**config.mk**
```make
export PLATFORM = sky130hd
export DESIGN_NAME = fp_mul_sched
export DESIGN_NICKNAME = d
export VERILOG_FILES = /design/src/rtl/fp_pkg.sv /design/src/rtl/fp_rsp_buf.sv /design/src/rtl/fp_mul_sched.sv
export SDC_FILE = /design/constraint.sdc
export NUM_CORES = 1
export LEC_CHECK = 0
export BUFFER_PORTS_ARGS = -buffer_cell sky130_fd_sc_hd__buf_2
export CORE_UTILIZATION = 25
export CTS_CLUSTER_SIZE = 30
export DETAILED_ROUTE_END_ITERATION = 7
export SLEW_MARGIN = 25
export SYNTH_ARGS = -nofsm -noshare
export SYNTH_HDL_FRONTEND = slang
export SYNTH_SLANG_ARGS = --single-unit
export TNS_END_PERCENT = 20
```
**constraint.sdc**
```tcl
create_clock -name clk -period 3.7 [get_ports clk]
set_clock_uncertainty 0.1 [all_clocks]
set_input_delay 0.185 -clock clk [delete_from_list [all_inputs] [get_ports clk]]
set_output_delay 0.185 -clock clk [all_outputs]
set_load 0.005 [all_outputs]
```
**src/rtl/fp_pkg.sv**
```systemverilog
// Shared definitions for the FP multiplier scheduler.
// Contents: IEEE-754 exception flag bit positions, the canonical quiet NaN
// used as the timeout result, and the scheduler FSM state encoding.
package fp_pkg;

  // Flag vector layout {NV,DZ,OF,UF,NX}
  localparam int FLAG_NV = 4;
  localparam int FLAG_DZ = 3;
  localparam int FLAG_OF = 2;
  localparam int FLAG_UF = 1;
  localparam int FLAG_NX = 0;

  localparam logic [31:0] QNAN      = 32'h7FC0_0000;
  // A timed-out operation is reported as an invalid operation
  localparam logic [4:0]  FLAGS_TMO = 5'(1) << FLAG_NV;

  typedef enum logic [1:0] {
    S_IDLE  = 2'd0,
    S_ISSUE = 2'd1,
    S_WAIT  = 2'd2
  } state_e;

endpackage

```
**src/rtl/fp_rsp_buf.sv**
```systemverilog
// One-entry valid/ready response holding register.
// Ports:
//   clk, rst_n           clock, asynchronous active-low reset
//   i_wr                 load i_y/i_flags/i_tag and mark the entry valid
//   i_y, i_flags, i_tag  response payload
//   i_ready              consumer takes the response when o_valid is high
//   o_valid              entry occupied
//   o_y, o_flags, o_tag  held payload, stable while o_valid & ~i_ready
module fp_rsp_buf
  import fp_pkg::*;
#(
  parameter int TAG_W = 4
) (
  input  logic             clk,
  input  logic             rst_n,
  input  logic             i_wr,
  input  logic [31:0]      i_y,
  input  logic [4:0]       i_flags,
  input  logic [TAG_W-1:0] i_tag,
  input  logic             i_ready,
  output logic             o_valid,
  output logic [31:0]      o_y,
  output logic [4:0]       o_flags,
  output logic [TAG_W-1:0] o_tag
);

  // NOTE: payload registers are reset as well as the valid bit, so the
  // response outputs read as zero out of reset rather than X.
  always_ff @(posedge clk or negedge rst_n) begin
    if (!rst_n) begin
      o_valid <= 1'b0;
      o_y     <= '0;
      o_flags <= '0;
      o_tag   <= '0;
    end else if (i_wr) begin
      // The scheduler never grants a requester whose entry is full, so a
      // write and a drain cannot land on the same entry in one cycle.
      o_valid <= 1'b1;
      o_y     <= i_y;
      o_flags <= i_flags;
      o_tag   <= i_tag;
    end else if (o_valid && i_ready) begin
      o_valid <= 1'b0;
    end
  end

endmodule

```
**src/rtl/fp_mul_sched.sv**
```systemverilog
// Round-robin scheduler sharing one single-precision FP multiplier between
// two requesters (0: FPU issue port, 1: microcoded coprocessor).
// Ports:
//   req_valid/req_ready   per-requester request handshake (ready = grant)
//   req_a/req_b/req_tag   packed per-requester operands and tag ([31:0] = req 0)
//   rsp_valid/rsp_ready   per-requester one-entry response buffer handshake
//   rsp_y/rsp_flags/rsp_tag  packed per-requester response payload
//   mul_start/mul_a/mul_b    start pulse and registered operands to multiplier
//   mul_y/mul_flags/mul_valid result from multiplier (valid is one cycle)
//   fflags_acc/fflags_clr    sticky OR of delivered flags, synchronous clear
//   tmo_err                  sticky multiplier timeout, cleared only by reset
module fp_mul_sched
  import fp_pkg::*;
#(
  parameter int TAG_W   = 4,
  parameter int TMO_CYC = 15
) (
  input  logic               clk,
  input  logic               rst_n,
  input  logic [1:0]         req_valid,
  output logic [1:0]         req_ready,
  input  logic [63:0]        req_a,
  input  logic [63:0]        req_b,
  input  logic [2*TAG_W-1:0] req_tag,
  output logic [1:0]         rsp_valid,
  input  logic [1:0]         rsp_ready,
  output logic [63:0]        rsp_y,
  output logic [9:0]         rsp_flags,
  output logic [2*TAG_W-1:0] rsp_tag,
  output logic               mul_start,
  output logic [31:0]        mul_a,
  output logic [31:0]        mul_b,
  input  logic [31:0]        mul_y,
  input  logic [4:0]         mul_flags,
  input  logic               mul_valid,
  output logic [4:0]         fflags_acc,
  input  logic               fflags_clr,
  output logic               tmo_err
);

  state_e             r_state, w_state_nxt;
  logic               r_ptr, w_ptr_nxt;
  logic               r_win, w_win;
  logic [TAG_W-1:0]   r_tag;
  logic [7:0]         r_cnt;
  logic [1:0]         w_elig;
  logic               w_grant;
  logic [1:0]         w_wr;
  logic [31:0]        w_wr_y;
  logic [4:0]         w_wr_flags;
  logic               w_tmo;

  // A requester still holding an undrained response is not eligible.
  assign w_elig    = req_valid & ~rsp_valid;
  assign mul_start = (r_state == S_ISSUE);

  // NOTE: every signal driven here gets a default first, so no path can
  // leave one unassigned and infer a latch.
  always_comb begin
    w_state_nxt = r_state;
    w_ptr_nxt   = r_ptr;
    w_win       = r_ptr;
    w_grant     = 1'b0;
    req_ready   = 2'b00;
    w_wr        = 2'b00;
    w_wr_y      = mul_y;
    w_wr_flags  = mul_flags;
    w_tmo       = 1'b0;
    unique case (r_state)
      S_IDLE: begin
        unique case (w_elig)
          2'b01:   w_win = 1'b0;
          2'b10:   w_win = 1'b1;
          default: w_win = r_ptr;
        endcase
        if (|w_elig) begin
          w_grant          = 1'b1;
          req_ready[w_win] = 1'b1;
          w_ptr_nxt        = ~w_win;
          w_state_nxt      = S_ISSUE;
        end
      end
      S_ISSUE: w_state_nxt = S_WAIT;
      S_WAIT: begin
        // A result arriving on the last allowed cycle still wins over timeout.
        if (mul_valid) begin
          w_wr[r_win] = 1'b1;
          w_state_nxt = S_IDLE;
        end else if (r_cnt == 8'(TMO_CYC - 1)) begin
          w_wr[r_win] = 1'b1;
          w_wr_y      = QNAN;
          w_wr_flags  = FLAGS_TMO;
          w_tmo       = 1'b1;
          w_state_nxt = S_IDLE;
        end
      end
      default: w_state_nxt = S_IDLE;
    endcase
  end

  // NOTE: all state below uses non-blocking assignments so every register
  // samples pre-edge values regardless of block ordering.
  always_ff @(posedge clk or negedge rst_n) begin
    if (!rst_n) begin
      r_state    <= S_IDLE;
      r_ptr      <= 1'b0;
      r_win      <= 1'b0;
      r_tag      <= '0;
      r_cnt      <= '0;
      mul_a      <= '0;
      mul_b      <= '0;
      fflags_acc <= '0;
      tmo_err    <= 1'b0;
    end else begin
      r_state <= w_state_nxt;
      r_ptr   <= w_ptr_nxt;
      if (w_grant) begin
        r_win <= w_win;
        r_tag <= req_tag[w_win*TAG_W +: TAG_W];
        mul_a <= req_a[w_win*32 +: 32];
        mul_b <= req_b[w_win*32 +: 32];
      end
      if (r_state == S_ISSUE)     r_cnt <= '0;
      else if (r_state == S_WAIT) r_cnt <= r_cnt + 8'd1;
      // A flag set in the same cycle as a clear survives the clear.
      fflags_acc <= (fflags_clr ? 5'b0 : fflags_acc) | ((|w_wr) ? w_wr_flags : 5'b0);
      if (w_tmo) tmo_err <= 1'b1;
    end
  end

  for (genvar gi = 0; gi < 2; gi++) begin : g_rsp
    fp_rsp_buf #(.TAG_W(TAG_W)) u_buf (
      .clk     (clk),
      .rst_n   (rst_n),
      .i_wr    (w_wr[gi]),
      .i_y     (w_wr_y),
      .i_flags (w_wr_flags),
      .i_tag   (r_tag),
      .i_ready (rsp_ready[gi]),
      .o_valid (rsp_valid[gi]),
      .o_y     (rsp_y[gi*32 +: 32]),
      .o_flags (rsp_flags[gi*5 +: 5]),
      .o_tag   (rsp_tag[gi*TAG_W +: TAG_W])
    );
  end

endmodule
```
# [After elaboration in Yosys (flattened, before gate mapping)]
# Cells that the tools add are included.
[totals] reg_bits=170 output_inout_bits=157 wordCells=83 in_bits=181
[op_classes] n_addsub=1 bitwise=4 n_reduce_logical=12 n_shift=3 order_cmp=4 eq_ne=7 n_mux=35
[ops] operator="64-bit by 7-bit variable part select with 32-bit output" count=2
[ops] operator="32-bit 2-to-1 mux" count=3
[ops] operator="5-bit 2-to-1 mux" count=5
[ops] operator="2-bit 2-to-1 mux" count=8
[ops] operator="8-bit 2-to-1 mux" count=2
[ops] operator="1-bit 2-to-1 mux" count=13
[ops] operator="8-bit by 1-bit adder with 8-bit output (second input constant)" count=1
[ops] operator="8-bit by 4-bit == test with 1-bit output (second input constant)" count=1
[ops] operator="8-bit by 4-bit variable part select with 4-bit output" count=1
[ops] operator="2-bit one-hot mux with 3 select lines" count=1
[ops] operator="2-bit nonzero test" count=3
[ops] operator="5-bit bitwise OR" count=1
[ops] operator="2-bit by 1-bit == test with 1-bit output (second input constant)" count=2
[ops] operator="2-bit == test (second input constant)" count=2
[ops] operator="1-bit logical AND" count=4
[ops] operator="1-bit by 2-bit < comparator with 1-bit output (second input constant)" count=2
[ops] operator="2-bit AND reduction" count=2
[ops] operator="2-bit OR reduction" count=2
[ops] operator="3-bit inequality test (second input constant)" count=1
[ops] operator="2-bit AND" count=1
[ops] operator="1-bit demux with 1-bit select" count=2
[ops] operator="1-bit greater-or-equal comparator (second input constant)" count=2
[ops] operator="2-bit logical NOT" count=1
[ops] operator="2-bit inequality test (second input constant)" count=1
[ops] operator="other kinds (3)" count=3

# [Longest topological paths before layout]
[depth] word_depth=11 depth_mapped=9

# [Cells and area by module]
# A second synthesis with hierarchy kept.
[unflattened] cells_unflattened=718 area_unflattened_um2=8165.3
[modules_own_cells] module="fp_mul_sched" area_per_inst_um2=4642.0 instances=1 seq_area_each_um2=2152.1 cells_per_inst=538
[modules_own_cells] module="fp_rsp_buf" area_per_inst_um2=1761.7 instances=2 seq_area_each_um2=1051.0 cells_per_inst=90

# [Worst setup path after synthesis]
# Ideal clock, no wire load.
[synth_path] path_kind="reg-to-reg" startpoint="register g_rsp[0].u_buf.o_valid" endpoint="register mul_a[0]" period_less_slack_ns=1.870 path_stages_with_launch=10 setup_time_ns=0.141 arrival_time_ns=1.629 setup_slack_ns=1.830 cell_sequence="dfrtp_1 inv_1 nand2_1 ha_1 a21bo_1 buf_2 buf_4 buf_4 nand3_1 a31oi_1"
[synth_via] elab_chain_cells=7
[synth_rtl] element="from (decl)" line_no="fp_rsp_buf.sv:21" text="output logic o_valid,"
[synth_rtl] element="from (signal assigned)" line_no="fp_rsp_buf.sv:31" text="o_valid <= 1'b0;"
[synth_rtl] element="from (signal assigned)" line_no="fp_rsp_buf.sv:38" text="o_valid <= 1'b1;"
[synth_rtl] element="from (signal assigned)" line_no="fp_rsp_buf.sv:43" text="o_valid <= 1'b0;"
[synth_rtl] element="2-bit NOT (*)" line_no="fp_mul_sched.sv:54" text="assign w_elig = req_valid & ~rsp_valid;"
[synth_rtl] element="2-bit AND (*)" line_no="fp_mul_sched.sv:54"
[synth_rtl] element="2-bit == test / 2-bit by 1-bit == test with 1-bit output (equally long branches)" line_no="fp_mul_sched.sv:71" text="unique case (w_elig)"
[synth_rtl] element="1-bit one-hot mux with 2 select lines" line_no="fp_mul_sched.sv:71"
[synth_rtl] element="1-bit 2-to-1 mux (2 in series)" line_no="fp_mul_sched.sv:69" text="unique case (r_state)"
[synth_rtl] element="64-bit by 7-bit variable part select with 32-bit output" line_no="fp_mul_sched.sv:120" text="mul_a <= req_a[w_win*32 +: 32];"
[synth_rtl] element="to (signal assigned)" line_no="fp_mul_sched.sv:120"
[synth_rtl] element="to (decl)" line_no="fp_mul_sched.sv:31" text="output logic [31:0] mul_a,"
# Mark *: on every way between the ends. The rest lies on a longest branch, timed or not. The select of a mux whose other input is x is not followed.
# A chain may end at the register's enable or synchronous reset.

# [Final worst setup path]
[layout_path] startpoint="register g_rsp[0].u_buf.o_valid" endpoint="register mul_b[7]"
[layout_via] elab_chain_cells=7
[layout_rtl] element="2-bit NOT (*)" line_no="fp_mul_sched.sv:54"
[layout_rtl] element="2-bit AND (*)" line_no="fp_mul_sched.sv:54"
[layout_rtl] element="2-bit == test / 2-bit by 1-bit == test with 1-bit output (equally long branches)" line_no="fp_mul_sched.sv:71"
[layout_rtl] element="1-bit one-hot mux with 2 select lines" line_no="fp_mul_sched.sv:71"
[layout_rtl] element="1-bit 2-to-1 mux (2 in series)" line_no="fp_mul_sched.sv:69"
[layout_rtl] element="64-bit by 7-bit variable part select with 32-bit output" line_no="fp_mul_sched.sv:121" text="mul_b <= req_b[w_win*32 +: 32];"
[layout_rtl] element="to (signal assigned)" line_no="fp_mul_sched.sv:121"
[layout_rtl] element="to (decl)" line_no="fp_mul_sched.sv:32" text="output logic [31:0] mul_b,"
# Marks and branches as above.

==> metrics <==
status finished clean; Die Height 182 um; pin count of the biggest net entering global routing 91; Row Count 65; Slew Viols, Final 0; switching share of power 38.0%; Mapped Nets 1080; Max Fclk 0.318 GHz; crit path kind register to register; power density cells 783 nW/um^2; DRC viols 0; Yosys Warn Count 0; GR Util All Layers 17.0%; unrepaired setup endpoints after global routing false; Internal Pwr Total 6.00 mW; DIE AREA 33100 um^2; Synth Area per Inst 9.07 um^2; sequential fraction of the synthesis area 52.6%; die width 182 um; mux share of post-synthesis cell area 0.247%; Synth Area in Adders 1.08%; Synth Cell Area 8090 um^2; DP Cell Count 1559; Core ar. 31700 um^2; total negative slack 0 ps; static leakage 5.58 nW; Req. time, crit path 3970 ps; crit path max-delay cell type and3_2; Clock transition at path regs 70 ps; nets@finish 1542; worst skew pair latency 430 ps; compound-cell area share of the yosys netlist 28.3%; FF+latch count, synth 170; WHS Path Cells 4; Synth area leaders dfrtp_1 (53%), a21oi_1 (10%), o21ai_0 (6.5%), a31oi_1 (5.3%), nand3_1 (4.6%); Post-Synth XOR/XNOR Area 0%; Post-synth ARST share 100%; Port Buffers 337; initial antenna violation count 1; vias in the first global route 8647; EDFF count, synth 0; DR pass1 iterations 5; Util after Layout 39.0%; ANT nets after route 0; Max Root-Sink Buffers 2; layout cell share with drive strength beyond 1 29.2%; Main synth FF type dfrtp_1; Hold Crit Class primary input to register; WP data arrival 3410 ps; cell taking the most area after synthesis dfrtp_1; CP cell instances inv_1 > nand2_1 > ha_1 > and3_2 > buf_4 > o21ai_0 > a31oi_1 > dlygate4sd3_1; Max-cap violations 0; Sequential Power Share 33.5%; post-CTS setup buffer count 0; critical-path maximum fanout 43; CP Launch Type register; H-tree level count 4; clk sinks 170; Post-Synth Simple-Gate Area 11.5%; final WL 28300 um; largest family of logic cells by synthesized area compound AO/OA/AOI/OAI gates; Worst R2R Path Depth 8; Ports 338; Initial Utilization 25.5%; NetSw 3.67 mW; CP peak stage delay 710 ps; global-route wire length before repair 44600 um; post-route clock period utilization 85.0%; synthesis-to-finish area growth 52.7%; HPWL Detailed 17800 um; Period minus WS final 3140 ps; combinational power share 48.3%; Final Hold Vio Count 0; RePlAce Congestion 0.754; Yosys top cell area share 52.6%; Slew Limit Headroom 31.7%; fin cells 1770; vias per cell 4.94; CP endpoint kind register; maximum VDD drop 0.332 mV; Slew @ Worst Pin 1020 ps; power share of the clock group 18.2%; CTS tree yes; setup violators final 0; CTS Buf Count 17; post-synthesis cell type count 46; first-iteration detailed-routing DRC count 487; GRT overflow 0; Clock Root Buffer clkbuf_16; Cells after Synth 892; per-cell routed wire length 16.0 um; Vias 8738
[synthesized netlist by cell type, types with 2 or more instances]
cell      count
clkbuf_1     28
and3_1        3
o211ai_1      2
o211ai_2      8
nand2b_1      4
o21ai_0     105
nand3_1      74
nor2b_1      11
and2_1        3
o21ai_1      48
or3_1         2
nand2_1      24
buf_2        40
a21o_1        2
buf_1         2
buf_6         8
dfrtp_1     170
mux2i_1       2
ha_1          7
inv_1        15
o31ai_1       3
buf_4         7
o22ai_1       2
a22oi_1       2
a21oi_1     163
nor2_1       69
a31oi_1      69
[metrics by stage]
| step | cell area, um^2 | worst slack (ps) | hold slack (ps) | total power [mW] |
|---|---|---|---|---|
| after global placement | 10000 | 1160 | 85.4 | 6.92 |
| after global routing | 12400 | 360 | 149 | 10.5 |
| final | 12400 | 557 | 165 | 9.67 |
| after floorplan | 8090 | 1830 | -211 | 5.42 |
| after detailed placement | 10000 | 1130 | 82.9 | 7.00 |
| after CTS | 12400 | 579 | 124 | 9.68 |
[path summary, 6_finish.rpt]
kind                                         from                       to  slack (ps)
setup / recovery           g_rsp[0].u_buf.o_valid                 mul_b[7]         560
hold / removal                          mul_valid  g_rsp[0].u_buf.o_tag[0]         160
setup reg to reg           g_rsp[0].u_buf.o_valid                 mul_b[7]         560
hold reg to reg                           tmo_err                  tmo_err         380
max in group asynchronous                   rst_n                mul_b[26]        2400
min in group asynchronous                   rst_n   g_rsp[0].u_buf.o_y[25]         190
[cells by family after synthesis]
logic type | Yosys count
mux | 2
fa+ha+maj | 7
compound gates | 414
simple gates | 199
buf+inv | 100
flops | 170
[power groups by stage]
stage	Sequential [mW]	Clock (mW)	Combinational [mW]
floorplan	3.27	0	2.16
global placement	3.24	0	3.67
detailed placement	3.25	0	3.75
CTS	3.24	1.83	4.62
global route	3.35	1.89	5.21
finish	3.24	1.76	4.67
[worst max-delay path, delay by kind of cell (launching register included)]
family / cells / cell delay [ps]
buffers and inverters: 3 / 990
and+or+nand+nor: 2 / 790
adders and majority gates: 1 / 460
DFF: 1 / 370
AOI/OAI and AO/OA: 2 / 330
[sequential cells by signal, summed over array words and instances, names as in the netlist]
register             flops
fflags_acc               5
g_rsp.u_buf.o_flags     10
g_rsp.u_buf.o_tag        8
g_rsp.u_buf.o_valid      2
g_rsp.u_buf.o_y         64
mul_a                   32
mul_b                   32
r_cnt                    8
r_ptr                    1
r_state                  2
r_tag                    4
r_win                    1
tmo_err                  1
[per-layer routing]
layer | GRT usage, % | part of all wire (%) | vias up
li1 | - | - | 4149
met1 | 20.6 | 43 | 4137
met2 | 28.7 | 48 | 411
met3 | 3.81 | 7.1 | 41
met4 | 7.50 | 2.6 | 0
met5 | 0 | 0 | -
[area by class of cell]
class / instances / area, um^2
tap: 402 / 503
multi-input combinational: 622 / 3360
timing repair buffer: 528 / 3620
inverter: 15 / 56.3
clock buffer: 20 / 447
fill: 3153 / 19400
clock inverter: 12 / 114
sequential: 170 / 4250
antenna: 1 / 2.50
[layout by cell type, fill, tap and decap left out, types with 3 or more instances in the layout]
| master | n |
|---|---|
| buf_12 | 4 |
| a21oi_1 | 163 |
| o31ai_1 | 3 |
| and2_1 | 3 |
| nand2_1 | 24 |
| inv_6 | 4 |
| inv_1 | 15 |
| a31oi_1 | 69 |
| nor2_1 | 69 |
| clkbuf_16 | 17 |
| buf_2 | 336 |
| o21ai_1 | 48 |
| o211ai_2 | 8 |
| nand2b_1 | 4 |
| clkinvlp_4 | 4 |
| dlygate4sd3_1 | 178 |
| ha_1 | 7 |
| dfrtp_1 | 170 |
| o21ai_0 | 105 |
| buf_4 | 9 |
| nor2b_1 | 11 |
| nand3_1 | 73 |
[repair_timing]
| action | in CTS | in global routing |
|---|---|---|
| gates resized for setup | 0 | 0 |
| hold buffers | 178 | 0 |
| setup endpoints to repair | 0 | 0 |
| hold endpoints to repair | 202 | 0 |
Power figures use the tool's default switching activity.
